File: config.mk
export PLATFORM = sky130hd
export DESIGN_NAME = one_for_consecutive_ones
export DESIGN_NICKNAME = d
export VERILOG_FILES = /design/src/rtl/one_for_consecutive_ones.sv
export SDC_FILE = /design/constraint.sdc
export NUM_CORES = 1
export LEC_CHECK = 0
export ABC_CLOCK_PERIOD_IN_PS = 3300
export CORE_AREA = 4 4 43 45
export CTS_CLUSTER_DIAMETER = 150
export CTS_CLUSTER_SIZE = 14
export DETAILED_ROUTE_END_ITERATION = 16
export DIE_AREA = 0 0 47 49
export DONT_BUFFER_PORTS = 1
export HOLD_SLACK_MARGIN = 0.1
export PLACE_DENSITY = 0.51
export RECOVER_POWER = 100
export SLEW_MARGIN = 20
export SYNTH_ARGS = -nofsm -noshare
export SYNTH_HDL_FRONTEND = slang
export SYNTH_SLANG_ARGS = --single-unit
File: constraint.sdc
create_clock -name clk -period 3.3 [get_ports clk]
set_input_delay 0.66 -clock clk [delete_from_list [all_inputs] [get_ports clk]]
set_output_delay 0.66 -clock clk [all_outputs]
set_load 0.01 [all_outputs]
File: src/rtl/one_for_consecutive_ones.sv
// Counts maximal runs of 1s on a serial line; count updates on the edge sampling a run's first 1.
// No backpressure: the input is free-running and the count saturates at all-ones instead of wrapping.
module one_for_consecutive_ones #(
    parameter int WIDTH = 8
) (
    output logic [WIDTH-1:0] count,
    input  logic             clk,
    input  logic             rst,
    input  logic             din
);

    logic             prev_din;
    logic [WIDTH-1:0] cnt;
    logic             run_start;

    // prev_din clears on reset so a 1 sampled right after reset starts a run
    assign run_start = din && !prev_din;

    always_ff @(posedge clk) begin
        if (rst) begin
            cnt      <= '0;
            prev_din <= 1'b0;
        end else begin
            prev_din <= din;
            if (run_start && (cnt != {WIDTH{1'b1}})) begin
                cnt <= cnt + WIDTH'(1);
            end
        end
    end

    assign count = cnt;

endmodule

-- Word-level counts from Yosys, hierarchy flattened
Cells that the tools add are included.
- add/sub/neg operators: 1
- equal/unequal tests: 1
- reductions and logical operators: 3
- operator list (operator ; number):
    8-bit by 1-bit adder with 8-bit output (second input constant) ; 1
    8-bit inequality test (second input constant) ; 1
    1-bit logical AND ; 2
    1-bit logical NOT ; 1
- flip-flop bits (word level): 9
- input port bits: 3
- output and inout bits: 8
- word-level logic and storage cells: 7

-- Longest topological paths before layout
- word-level depth: 3
- gate-level depth with buffers: 5
- gate-level depth less buffers: 5

-- Least setup slack after synthesis
No wires, ideal clock.
- path kind: input to register
- start: input port din
- end: register cnt[5], in the netlist count[5]
- setup time: 70 ps
- data arrival time: 1483 ps
- data required time: 3230 ps
- setup slack: 1747 ps
- stages: 4
- path buffers: 0
- path through: nor2b_4 > nand4_4 > or4_1 > a21oi_1
- word-level cells in the longest chain between the ends: 2
- RTL lines (item ; line ; RTL):
    from (decl) ; 9 ; input logic din
    1-bit logical AND ; 17 ; assign run_start = din && !prev_din;
    1-bit logical AND ; 25 ; if (run_start && (cnt != {WIDTH{1'b1}})) begin
    to (signal assigned) ; 26 ; cnt <= cnt + WIDTH'(1);
    to (decl) ; 13 ; logic [WIDTH-1:0] cnt;
No other way between the ends.
A chain may end at the register's enable or synchronous reset.

-- Worst setup path after layout
- start: register cnt[0], in the netlist count[0]
- end: register cnt[6], in the netlist count[6]
- word-level cells in the longest chain between the ends: 2
- elaborated cells on any way between the ends: 3
- classes of those cells: add/sub: 1; eq/ne: 1; reduce/logical: 1
- RTL lines (item):
    parallel branches: the longest is 2 deep, another holds 8-bit by 1-bit adder with 8-bit output
Parallel ways; which one is timed is not known.

==> metrics.yaml <==
placed_design:
  place.gp.congestion: 0.728
  placed_cell_area_um2: 442
  dpl_worst_slack_ps: 1680
  io_buffer_count: 0
  dp_hpwl_um: 634
floorplan:
  start_util_pct: 28.9
  fp.dieH_um: 49
  row_count: 14
  ios: 11
  core_um2: 1470
  die_w_um: 47
  die_area_um2: 2300
synth:
  synth_top_area_share_pct: 42.4
  synth_compound_area_share_pct: 20.0
  yosys-mux-area-fraction_pct: 2.35
  syn_area_per_cell_um2: 9.67
  synthXorXnorAreaFrac_pct: 2.06
  synthSimpleGateAreaFrac_pct: 27.6
  yosys.area_share.adder_pct: 2.94
  syn_inst: 44
  synth_area_um2: 425
  synth_warnings: 0
  synth_top_family_by_area: "simple AND/OR/NAND/NOR gates"
  ys_types: 24
  syn_nets: 48
  synth_top_area_cell: "dfxtp_1"
  synth-seq-cells: 9
  ys_seq_area_share_pct: 42.4
  synthTopCellsByArea: "dfxtp_1 42%, nand4_4 5.0%, a31oi_1 4.4%, nor2_1 4.4%, nor3_1 3.5%"
worst_setup_path:
  critPathCaptureType: "register"
  regToRegSetupSlack_ps: 1610
  rr_startpoint: "count[0]$_SDFFE_PP0P_"
  r2r_end: "count[6]$_SDFFE_PP0P_"
  cp.arrival_ps: 1870
  cp.required_ps: 3480
  critPathKind: "reg -> reg"
  cp-start-kind: "register"
  reg2regPathDepth: 5
  cp_max_fo: 4
cts:
  htree_num_levels: 1
  post_cts_buffers: 0
  cts_hold_buffers: 0
  cts_sinks: 9
  cts_tree: "yes"
  cts_buffer_depth: 2
  ctsResizeCount: 0
  clock-root-buffer: "clkbuf_4"
  cts.clk_slew.worst_paths_ps: 60
  clk_latency_ps: 260
  cts_inserted_buffers: 3
timing:
  tns_ps: 0
  fmax_mhz: 591
  hold_viol: 0
  drv_slew: 0
  finalCriticalPeriod_ps: 1690
  rsz0062_at_grt: "no"
  relSlewSlack_pct: 69.4
  clock_skew_ps: 4.09
  setup_violations: 0
  setup_ws_ps: 1610
  period_share_pct: 51.3
  worst_slew_pin_slew_ps: 458
hold_path:
  hp-start: "rst"
  hold_class: "in -> reg"
  hold_depth: 1
  hold_end: "count[0]$_SDFFE_PP0P_"
route:
  via_per_inst: 5.57
  post-route-drc-count: 0
  avgRoutedWirePerCell_um: 14.1
  drt_iter0_markers: 3
  drtAntennaViolNets: 0
  vias: 351
  first_pass_iters: 3
  totalWireLength_um: 890
global_routing:
  grt_start_max_net_pins: 10
  grt_antenna_before_repair: 0
  grt_overflow_total: 0
  grt_busiest_layer: "met2"
  grt_usage_pct: 9.44
  met1_usage_pct: 11.2
  grt_pass1_vias: 359
  use_met2_pct: 12.4
  use_met3_pct: 8.12
  grt_pass1_wl_um: 1520
power_and_ir_drop:
  power_leakage_nw: 0.167
  powerDensity_nw_per_um2: 452
  ir_worst_vdd_v: 0.000219
  finalPower_mw: 0.209
finish:
  fin_area_um2: 463
  fin_util_pct: 31.5
  area_delta_synth_final_pct: 8.82
  drive_gt1_share_pct: 12.8
  diodes: 0
  nets: 52
run:
  maxCapViolations: 0
run_status:
  status: "finished, final reports clean"
-- how the worst max path moves through the flow --
stage | start | endpoint | depth (start not counted)
2_1_floorplan | din | count[5]$_SDFFE_PP0P_ | 4
3_3_place_gp | din | count[5]$_SDFFE_PP0P_ | 4
3_5_place_dp | din | count[5]$_SDFFE_PP0P_ | 4
4_1_cts | count[0]$_SDFFE_PP0P_ | count[1]$_SDFFE_PP0P_ | 5
5_1_grt | count[0]$_SDFFE_PP0P_ | count[6]$_SDFFE_PP0P_ | 5
6_report | count[0]$_SDFFE_PP0P_ | count[6]$_SDFFE_PP0P_ | 5
-- metrics by stage --
step | cells | hold slack (ps)
after floorplan | 44 | 528
after global placement | 59 | 572
after detailed placement | 59 | 570
after CTS | 63 | 451
after global routing | 63 | 442
final | 63 | 464
-- power by group --
group | total, mW | switching, mW | internal [mW] | leakage [nW]
Clock | 0.0832 | 0.0367 | 0.0465 | 0.0150
Combinational | 0.00958 | 0.00458 | 0.00500 | 0.0789
Sequential | 0.116 | 0.00457 | 0.112 | 0.0731
-- area by class of cell --
type,instances,area [µm²]
Multi-Input combinational cell,32,229
Tap cell,16,20.0
Inverter,2,7.51
Clock buffer,4,26.3
Fill cell,172,1010
Sequential cell,9,180
-- critical path: stages, from the launching register on --
cell      delay, ps
dfxtp_1         430
ha_1            260
nand3_1         140
nor3b_1         430
a31oi_1         140
a211oi_1        200
-- sequential cells by signal (all words and copies together), names as in the netlist --
register / flops
prev_din: 1
count: 8
-- routing by layer --
metal / routed length, µm / part of all wire (%)
met5: 0 / 0
met4: 0 / 0
met2: 382 / 43
met3: 107 / 12
met1: 400 / 45
-- Yosys cell counts --
master / instances
xor2_1: 1
inv_1: 2
nor2b_4: 1
o21ba_2: 1
nor3b_2: 1
nor2_1: 5
mux2i_1: 1
o21bai_1: 1
a21oi_1: 2
nand4_1: 1
o31ai_1: 1
a211oi_1: 2
o2111a_1: 1
a31oi_1: 3
or4_1: 1
nor3_1: 3
nand3_1: 2
nor2b_1: 1
nand4_4: 1
dfxtp_1: 9
o21ai_0: 1
and2_1: 1
ha_1: 1
clkbuf_1: 1
-- cells in the final DEF, fill, tap and decap left out --
cell type / count
a21oi_1: 2
nor3b_1: 1
mux2i_1: 1
nand4_1: 1
clkbuf_1: 1
nand3_1: 2
inv_1: 2
o21ba_2: 1
nor2b_4: 1
nor3_1: 3
nor2_1: 5
dfxtp_1: 9
xor2_1: 1
clkbuf_4: 3
or4_1: 1
ha_1: 1
o21bai_1: 1
a211oi_1: 2
nand4_4: 1
o31ai_1: 1
and2_0: 1
o21ai_0: 1
nor2b_1: 1
o2111a_1: 1
a31oi_1: 3
-- cells by family (layout without fill, tap and decap cells) --
| kind of cell | count (synthesis) | after routing |
|---|---|---|
| compound gates | 12 | 12 |
| xor+xnor | 1 | 1 |
| fa+ha+maj | 1 | 1 |
| buf+inv | 3 | 6 |
| flops | 9 | 9 |
| mux | 1 | 1 |
| simple gates | 17 | 17 |
Power figures use the tool's default switching activity.
